`src/rtl/multi_actuator_pkg.sv`:
```
// multi_actuator_pkg: register offsets, channel state encoding and default version
package multi_actuator_pkg;
    localparam logic [2:0] REG_CTRL    = 3'd0;
    localparam logic [2:0] REG_STATUS  = 3'd1;
    localparam logic [2:0] REG_DONE    = 3'd2;
    localparam logic [2:0] REG_ERR     = 3'd3;
    localparam logic [2:0] REG_IRQ_EN  = 3'd4;
    localparam logic [2:0] REG_TIMEOUT = 3'd5;
    localparam logic [2:0] REG_ABORT   = 3'd6;
    localparam logic [2:0] REG_VERSION = 3'd7;
    localparam logic [0:0] IDLE = 1'b0;
    localparam logic [0:0] RUN  = 1'b1;
    localparam logic [31:0] VERSION_DEFAULT = 32'h0001_0002;
endpackage

```
`src/rtl/multi_actuator_if.sv`:
```
// multi_actuator_if: Avalon-MM slave bus (address, write_n, read_n, writedata, readdata)
interface multi_actuator_if #(parameter int DATA_W = 32);
    logic [2:0]        address;
    logic              write_n;
    logic              read_n;
    logic [DATA_W-1:0] writedata;
    logic [DATA_W-1:0] readdata;
    modport master(output address, write_n, read_n, writedata, input readdata);
    modport slave(input address, write_n, read_n, writedata, output readdata);
endinterface

```
`src/rtl/multi_actuator_channel.sv`:
```
// actuator_channel: one IDLE/RUN channel with watchdog; ports clk, reset, start, abort, done, timeout -> en, done_set, err_set
module actuator_channel
    import multi_actuator_pkg::*;
#(
    parameter int CNT_W = 24
) (
    input  logic             clk,
    input  logic             reset,
    input  logic             start,
    input  logic             abort,
    input  logic             done,
    input  logic [CNT_W-1:0] timeout,
    output logic             en,
    output logic             done_set,
    output logic             err_set
);
    logic [0:0]       state;
    logic [CNT_W-1:0] cnt;
    logic             expire;
    assign en       = state == RUN;
    assign expire   = timeout != '0 && cnt == timeout - CNT_W'(1);
    assign done_set = en & done;
    assign err_set  = en & ~done & ~abort & expire;
    // exit priority is done > abort > watchdog; counter saturates at all-ones
    always_ff @(posedge clk or posedge reset) begin
        if (reset) begin
            state <= IDLE;
            cnt   <= '0;
        end else begin
            state <= en ? ((done | abort | expire) ? IDLE : RUN) : (start ? RUN : IDLE);
            cnt   <= en ? cnt + CNT_W'(~&cnt) : '0;
        end
    end
endmodule

```
`src/rtl/multi_actuator.sv`:
```
// multi_actuator: multi-channel start/done controller; ports clk, reset, bus (Avalon slave), done -> en, irq
module multi_actuator
    import multi_actuator_pkg::*;
#(
    parameter int               NUM_CH          = 4,
    parameter int               DATA_W          = 32,
    parameter int               CNT_W           = 24,
    parameter logic [CNT_W-1:0] TIMEOUT_DEFAULT = '0,
    parameter logic [31:0]      VERSION         = VERSION_DEFAULT
) (
    input  logic              clk,
    input  logic              reset,
    multi_actuator_if.slave   bus,
    input  logic [NUM_CH-1:0] done,
    output logic [NUM_CH-1:0] en,
    output logic              irq
);
    logic              wr;
    logic [2:0]        a;
    logic [NUM_CH-1:0] wd, start, abort, clr_d, clr_e, done_set, err_set, done_r, err_r, irq_en;
    logic [CNT_W-1:0]  timeout;
    logic [DATA_W-1:0] rd_mux;
    assign wr    = ~bus.write_n;
    assign a     = bus.address;
    assign wd    = bus.writedata[NUM_CH-1:0];
    assign start = (wr && a == REG_CTRL)  ? wd : '0;
    assign abort = (wr && a == REG_ABORT) ? wd : '0;
    assign clr_d = (wr && a == REG_DONE)  ? wd : '0;
    assign clr_e = (wr && a == REG_ERR)   ? wd : '0;
    for (genvar g = 0; g < NUM_CH; g++) begin : g_ch
        actuator_channel #(.CNT_W(CNT_W)) u_ch (
            .clk(clk), .reset(reset), .start(start[g]), .abort(abort[g]), .done(done[g]),
            .timeout(timeout), .en(en[g]), .done_set(done_set[g]), .err_set(err_set[g])
        );
    end
    always_comb begin
        rd_mux = (a == REG_CTRL || a == REG_STATUS) ? DATA_W'(en) :
                 a == REG_DONE    ? DATA_W'(done_r) :
                 a == REG_ERR     ? DATA_W'(err_r) :
                 a == REG_IRQ_EN  ? DATA_W'(irq_en) :
                 a == REG_TIMEOUT ? DATA_W'(timeout) :
                 a == REG_VERSION ? DATA_W'(VERSION) : '0;
    end
    // a hardware set in the same cycle as a W1C of that bit keeps the flag
    always_ff @(posedge clk or posedge reset) begin
        if (reset) begin
            done_r       <= '0;
            err_r        <= '0;
            irq_en       <= '0;
            timeout      <= TIMEOUT_DEFAULT;
            bus.readdata <= '0;
            irq          <= 1'b0;
        end else begin
            done_r  <= (done_r & ~clr_d) | done_set;
            err_r   <= (err_r & ~clr_e) | err_set;
            irq_en  <= (wr && a == REG_IRQ_EN) ? wd : irq_en;
            timeout <= (wr && a == REG_TIMEOUT) ? bus.writedata[CNT_W-1:0] : timeout;
            bus.readdata <= bus.read_n ? bus.readdata : rd_mux;
            irq     <= |((done_r | err_r) & irq_en);
        end
    end
endmodule

```
`src/flat_wrapper.sv`:
```
// flat-port wrapper written by rule: the top's interface ports become plain ports
module multi_actuator_flat import multi_actuator_pkg::*;
#(
    parameter int               NUM_CH          = 4,
    parameter int               DATA_W          = 32,
    parameter int               CNT_W           = 24,
    parameter logic [CNT_W-1:0] TIMEOUT_DEFAULT = '0,
    parameter logic [31:0]      VERSION         = VERSION_DEFAULT
)
  (clk, reset, done, en, irq, bus_address, bus_write_n, bus_read_n, bus_writedata, bus_readdata);
  multi_actuator_if #(.DATA_W(DATA_W)) bus_i ();
  input  logic clk;
  input  logic reset;
  input  logic [NUM_CH-1:0] done;
  output logic [NUM_CH-1:0] en;
  output logic irq;
  input wire logic [$bits(bus_i.address)-1:0] bus_address;
  input wire logic [$bits(bus_i.write_n)-1:0] bus_write_n;
  input wire logic [$bits(bus_i.read_n)-1:0] bus_read_n;
  input wire logic [$bits(bus_i.writedata)-1:0] bus_writedata;
  output wire logic [$bits(bus_i.readdata)-1:0] bus_readdata;
  assign bus_i.address = bus_address;
  assign bus_i.write_n = bus_write_n;
  assign bus_i.read_n = bus_read_n;
  assign bus_i.writedata = bus_writedata;
  assign bus_readdata = bus_i.readdata;
  multi_actuator #(.NUM_CH(NUM_CH), .DATA_W(DATA_W), .CNT_W(CNT_W), .TIMEOUT_DEFAULT(TIMEOUT_DEFAULT), .VERSION(VERSION)) u_core (.clk(clk), .reset(reset), .bus(bus_i), .done(done), .en(en), .irq(irq));
endmodule
```
`config.mk`:
```
export PLATFORM = sky130hd
export DESIGN_NAME = multi_actuator_flat
export DESIGN_NICKNAME = d
export VERILOG_FILES = /design/src/rtl/multi_actuator_pkg.sv /design/src/rtl/multi_actuator_if.sv /design/src/rtl/multi_actuator_channel.sv /design/src/rtl/multi_actuator.sv /design/src/flat_wrapper.sv
export SDC_FILE = /design/constraint.sdc
export NUM_CORES = 1
export LEC_CHECK = 0
export BUFFER_PORTS_ARGS = -buffer_cell sky130_fd_sc_hd__buf_2
export CORE_ASPECT_RATIO = 0.75
export CORE_UTILIZATION = 55
export CTS_BUF_LIST = sky130_fd_sc_hd__clkbuf_8
export DETAILED_ROUTE_END_ITERATION = 10
export PLACE_DENSITY_LB_ADDON = 0.2
export SLEW_MARGIN = 20
export SYNTH_ARGS = -nofsm -noshare
export SYNTH_HDL_FRONTEND = slang
export SYNTH_SLANG_ARGS = --single-unit
```
`constraint.sdc`:
```
create_clock -name clk -period 6.31 [get_ports clk]
set_clock_uncertainty 0.05 [all_clocks]
set_input_delay 0.9465 -clock clk [delete_from_list [all_inputs] [get_ports clk]]
set_output_delay 0.9465 -clock clk [all_outputs]
set_load 0.02 [all_outputs]
```
==> results.cfg, run 1 <==
[run_status]
status = complete, no violations

[min_path]
min_path_type = in -> async

[power_and_ir_drop]
irDropWorstVdd_uv = 183.1
power_density_nw_per_um2 = 240.6
p_leak_nw = 4.589

[placed_design]
place_hpwl_um = 20950
gp_congestion = 1.030
port_buffers = 63

[logic_synthesis]
avgSynthCellArea_um2 = 9.249
ys_seq_area_share_pct = 38.93
syn_area_um2 = 10350
synth_area_leaders = dfrtp_1 (39%), xnor2_1 (11%), and2_1 (5.1%)
synthTopCellsByCount = dfrtp_1 (161), xnor2_1 (128), nand2_1 (94), and2_1 (85), clkbuf_1 (62)
synth_edf_count = 0
synth_ff_type = dfrtp_1
synth.largest_area_cell = dfrtp_1
synth-seq-cells = 161
yosysWarnings = 0
synthArstFlopShare_pct = 100.0
synth_top_cell_area_share_pct = 38.93
synth_cell_type_count = 73
syn-instance-count = 1119
synth.most_common_cell = dfrtp_1

[clock_network]
post-cts-setup-buffer-count = 0
cts_buffers = 17
clock_sink_count = 161
cts_tree = yes
clock-root-buffer = clkbuf_8
postCtsHoldBufs = 0
clk_pin_slew_ns = 0.10
insertion_delay_ns = 0.48
h-tree-depth = 4
cts_resized = 0
clk_path_buf_depth = 2

[critical_path]
crit_arrival_ns = 5.19
worst_r2r_endpoint = u_core.err_r[0]$_DFF_PP0_
worst_setup_path_start_kind = register
path_class = reg -> reg
critPathMaxStageDelay_ns = 0.65
worstPathRequired_ns = 6.66
r2r_slack_ns = 1.47
r2r-start = u_core.timeout[0]$_DFFE_PP0P_
slowest_stage = dfrtp_1
end_kind = register
cp_common_cell = or4_1
reg2reg_depth = 10
worstPathCellList = inv_1, ha_1, or3b_1, nor3_2, xnor2_1, o221ai_1, a311o_1, or4_1, or4_1, o21ai_1
worstPathMaxFanout = 10

[layout]
nets = 1179
final_util_pct = 60.00
drive_gt1_share_pct = 12.03
area_growth_pct = 6.987

[routing]
post_drt_wl_per_cell_um = 20.91
ant_nets = 0
vias_per_cell = 6.233
wl_um = 29000
drt_first_pass_iters = 6
drt_iter0_drc = 997
via_count = 8645
drc_errors = 0

[grt]
grt-ovfl-total = 0
grt_max_degree = 65
grt_use_total_pct = 30.91
antenna_found_initial = 0
grt_pass1_wl_um = 45570
grt_pass1_vias = 8076

[run]
max-cap-violations = 0

[timing]
maxSlewHeadroom_pct = 24.60
period_share_pct = 76.63
final.min_clock_period_ns = 4.835
finalSetupViolations = 0
fin_setup_tns_ns = 0
final_hold_viol_count = 0
fmax_ghz = 0.2068
slew_violations = 0
worst_pin_slew_ns = 1.122
rsz0062_at_grt = no

[die]
initial_core_util_pct = 56.09
dieArea_um2 = 19380
rows = 43
core_um2 = 18450
die_h_um = 120.8
ioPinCount = 80
die_w_um = 160.4
==> worst max-delay path by stage <==
stage,from,slack (ns),to,cells after the start
4_1_cts,u_core.timeout[0]$_DFFE_PP0P_,1.63,u_core.err_r[0]$_DFF_PP0_,10
6_report,u_core.timeout[0]$_DFFE_PP0P_,1.47,u_core.err_r[0]$_DFF_PP0_,10
5_1_grt,u_core.timeout[0]$_DFFE_PP0P_,1.46,u_core.err_r[0]$_DFF_PP0_,10
3_3_place_gp,u_core.timeout[0]$_DFFE_PP0P_,1.73,u_core.err_r[0]$_DFF_PP0_,10
2_1_floorplan,reset,0.97,u_core.bus.readdata[0]$_DFFE_PP0N_,1
3_5_place_dp,u_core.timeout[0]$_DFFE_PP0P_,1.67,u_core.err_r[0]$_DFF_PP0_,10
==> cell type report <==
type | count | area (um2)
repair buffers | 67 | 345.3
multi-input cells | 860 | 5894
flip-flops and latches | 161 | 4029
well taps | 247 | 309.0
fillers | 1591 | 7381
clock buffers | 18 | 247.7
clock inverters | 14 | 168.9
diodes | 1 | 2.502
inverters | 19 | 76.32
==> worst max-delay path, delay by kind of cell, from the launching register on <==
kind	cells	cell delay (ns)
AO/OA/AOI/OAI	3	0.70
buffers and inverters	1	0.23
AND/OR/NAND/NOR	4	2.36
XOR/XNOR	1	0.19
flip-flops	1	0.65
adder cells (fa/ha/maj)	1	0.56
==> per-layer routing <==
| layer | vias up | part of all wire, % | global-route usage (%) |
|---|---|---|---|
| li1 | 3943 | - | - |
| met1 | 4225 | 46 | 44.21 |
| met2 | 407 | 41 | 44.18 |
| met3 | 70 | 9.6 | 8.679 |
| met4 | 0 | 3.0 | 11.73 |
| met5 | - | 0 | 0 |
==> where the power goes <==
group / total (mW) / switching [mW] / internal [mW]
registers: 1.29 / 0.197 / 1.09
clock network: 0.807 / 0.432 / 0.375
logic: 0.572 / 0.325 / 0.247
==> cell usage in the layout, fill, tap and decap left out, types with 5 or more instances in the layout <==
master	count
nor2_1	43
mux2_2	22
o211ai_1	5
and4_1	9
and3_1	21
nand2_1	94
nor2b_1	7
o311ai_0	6
a22o_1	23
o21ai_0	59
mux2i_1	7
nand2b_1	9
and2_1	85
a21oi_1	12
a21boi_0	14
nor3_1	27
or3_1	17
xor2_1	55
nor4_1	18
nand3b_1	10
or4_1	13
clkbuf_8	18
buf_2	63
nand3_1	49
ha_1	10
dfrtp_1	161
xnor2_1	128
conb_1	8
nand4_1	31
inv_1	17
==> cells by family after synthesis <==
| logic type | count (synthesis) | synth area share, % |
|---|---|---|
| muxes | 29 | 3.071 |
| adders and majority gates | 12 | 1.402 |
| buffers and inverters | 105 | 4.533 |
| xor gates and xnor gates | 187 | 16.36 |
| AOI/OAI and AO/OA | 167 | 10.99 |
| DFF | 161 | 38.93 |
| other | 1 | 0.03623 |
| and+or+nand+nor | 457 | 24.69 |
==> stage by stage <==
step / area [um2] / power, mW / hold WS [ns] / setup WS (ns) / std cells
floorplan: 10380 / 1.664 / 0.4126 / 0.9652 / 1126
global route: 11070 / 2.766 / 0.4239 / 1.465 / 1386
detailed placement: 10650 / 1.850 / 0.4142 / 1.665 / 1354
global placement: 10650 / 1.845 / 0.4109 / 1.732 / 1354
CTS: 11070 / 2.653 / 0.4013 / 1.634 / 1386
finish: 11070 / 2.664 / 0.4030 / 1.475 / 1387
==> registers in the layout, indices dropped and copies added, names as in the netlist <==
signal,cells
u_core.done_r,4
u_core.g_ch.u_ch.en,4
u_core.irq,1
u_core.irq_en,4
u_core.bus.readdata,24
u_core.timeout,24
u_core.err_r,4
u_core.g_ch.u_ch.cnt,96
Note: power is estimated with default switching activity, not from simulation.
==> run 2, diff against run 1 <==
==> constraint.sdc (replaced) <==
create_clock -name clk -period 4.72 [get_ports clk]
set_clock_uncertainty 0.05 [all_clocks]
set_input_delay 0.708 -clock clk [delete_from_list [all_inputs] [get_ports clk]]
set_output_delay 0.708 -clock clk [all_outputs]
set_load 0.02 [all_outputs]
==> run 2 against run 1 <==
Critical path depth unchanged. Worst setup slack got worse by 0.75 ns. Non-clock buffer count increased by 16. Routed wire length increased by 1.9%. First-iteration DRC count decreased by 4.5%. Global-route usage increased by 1.0 points. Clock power increased by 38%. Highest routed layer unchanged.
==> results.cfg, run 2 (synthesis gave the netlist of run 1 again) <==
[power_and_ir_drop]
pwr-share-seq_pct = 46.4
irDropWorstVdd_uv = 276.6
power_frac_comb_pct = 23.0
power_frac_clock_pct = 30.6
swShare_pct = 35.12
power.switching_mw = 1.275
power_density_nw_per_um2 = 323.8
p_int_mw = 2.355
p_leak_nw = 4.671

[critical_path]
worstPathCellList = inv_1, ha_1, or3b_1, nor4_1, xnor2_1, xor2_1, o2111ai_1, or4_1, or4_1, o21ai_1
end_kind = register
slowest_stage = nor4_1
crit_arrival_ns = 4.36
critPathMaxStageDelay_ns = 0.64
worst_setup_path_start_kind = register
worstPathBufferInverterCount = 1
cp_top_family = simple AND/OR/NAND/NOR gates
worstPathMaxFanout = 9
cp_common_cell = or4_1
path_class = reg -> reg
worstPathRequired_ns = 5.09

[routing]
drt_iter0_drc = 952
wl_um = 29550
drt_first_pass_iters = 5
via_count = 8759
post_drt_wl_per_cell_um = 21.09
ant_nets = 0
drc_errors = 0
vias_per_cell = 6.252

[timing]
fmax_ghz = 0.2501
final.setup.worst_slack_ns = 0.7223
worst_pin_slew_ns = 0.9652
final.min_clock_period_ns = 3.998
fin_setup_tns_ns = 0
final_hold_viol_count = 0
finalSetupViolations = 0
rsz0062_at_grt = no
period_share_pct = 84.70
slew_violations = 0
maxSlewHeadroom_pct = 35.65

[layout]
fin_area_um2 = 11210
regMostFlops = u_core.g_ch.u_ch.cnt
nets = 1195
area_growth_pct = 8.318
n_antenna_cell = 0
reg_top3 = u_core.g_ch.u_ch.cnt: 96 flops, u_core.bus.readdata: 24 flops, u_core.timeout: 24 flops
drive_gt1_share_pct = 13.17
largest_reg_flops = 96
final_cell_mix = dfrtp_1 (161), xnor2_1 (128), nand2_1 (94), and2_1 (85), buf_2 (63)
layout_commonest_cell = dfrtp_1

[die]
die_h_um = 120.8
dieArea_um2 = 19380
initial_core_util_pct = 56.09
ioPinCount = 80
core_um2 = 18450
rows = 43
die_w_um = 160.4

[clock_network]
post-cts-setup-buffer-count = 0
clock_sink_count = 161
cts_tree = yes
h-tree-depth = 4
clk_pin_slew_ns = 0.10
clock-root-buffer = clkbuf_8
postCtsHoldBufs = 0
clk_path_buf_depth = 2
insertion_delay_ns = 0.49
cts_resized = 0
cts_buffers = 17

[grt]
grt_pass1_vias = 8130
grt_pass1_wl_um = 46850
grt_max_degree = 162
grt-ovfl-total = 0
antenna_found_initial = 0
grt_use_total_pct = 31.95

[placed_design]
gp_congestion = 1.018
place_hpwl_um = 21130
pre_cts_ws_ns = 0.8426
placed_area_um2 = 10780
port_buffers = 63

[min_path]
min_path_type = in -> async

[run]
max-cap-violations = 0

[run_status]
status = complete, no violations
-- run 2: layout make-up --
type,count,area [um2]
Timing Repair Buffer,83,478.0
Sequential cell,161,4029
Multi-Input combinational cell,860,5894
Clock inverter,13,177.7
Clock buffer,18,247.7
Inverter,19,75.07
Fill cell,1609,7243
Tap cell,247,309.0
-- run 2: final timing paths --
kind / slack, ns / from / end / cells past startpoint
min in group clk: 0.39 / bus_writedata[9] / u_core.timeout[9]$_DFFE_PP0P_ / 3
setup reg to reg: 0.72 / u_core.timeout[1]$_DFFE_PP0P_ / u_core.err_r[0]$_DFF_PP0_ / 10
hold / removal: 0.38 / reset / u_core.done_r[1]$_DFF_PP0_ / 3
max in group asynchronous: 3.56 / reset / u_core.g_ch[2].u_ch.cnt[11]$_DFF_PP0_ / 3
hold reg to reg: 0.44 / u_core.bus.readdata[2]$_DFFE_PP0N_ / u_core.bus.readdata[2]$_DFFE_PP0N_ / 2
setup / recovery: 0.72 / u_core.timeout[1]$_DFFE_PP0P_ / u_core.err_r[0]$_DFF_PP0_ / 10
-- run 2: layer usage --
layer  part of all wire (%)  GRT usage [%]  routed length [um]
met4                    2.9          11.37                 862
met5                      0              0                   0
met3                    9.9          8.199                2935
met1                     46          47.23               13700
met2                     41          44.67               12060
-- run 2: power by group through the flow --
stage	Combinational [mW]	Clock, mW	Sequential, mW
after floorplan	0.666	0	1.56
after global placement	0.798	0	1.70
after detailed placement	0.805	0	1.70
after CTS	0.811	1.14	1.67
after global routing	0.890	1.19	1.69
final	0.834	1.11	1.69
-- run 2: tightest hold or removal path, cell delays in order --
cell,delay [ns]
buf_2,0.11
clkinvlp_4,0.07
buf_12,0.56
-- run 2: through the flow --
stage / hold WS, ns / cells / utilization [%] / total power, mW
floorplan: 0.4126 / 1126 / - / 2.225
global placement: 0.4109 / 1370 / 58.41 / 2.497
CTS: 0.3653 / 1401 / 60.72 / 3.619
global route: 0.3795 / 1401 / 60.75 / 3.776
finish: 0.3763 / 1401 / 60.75 / 3.630
detailed placement: 0.4211 / 1370 / 58.41 / 2.503
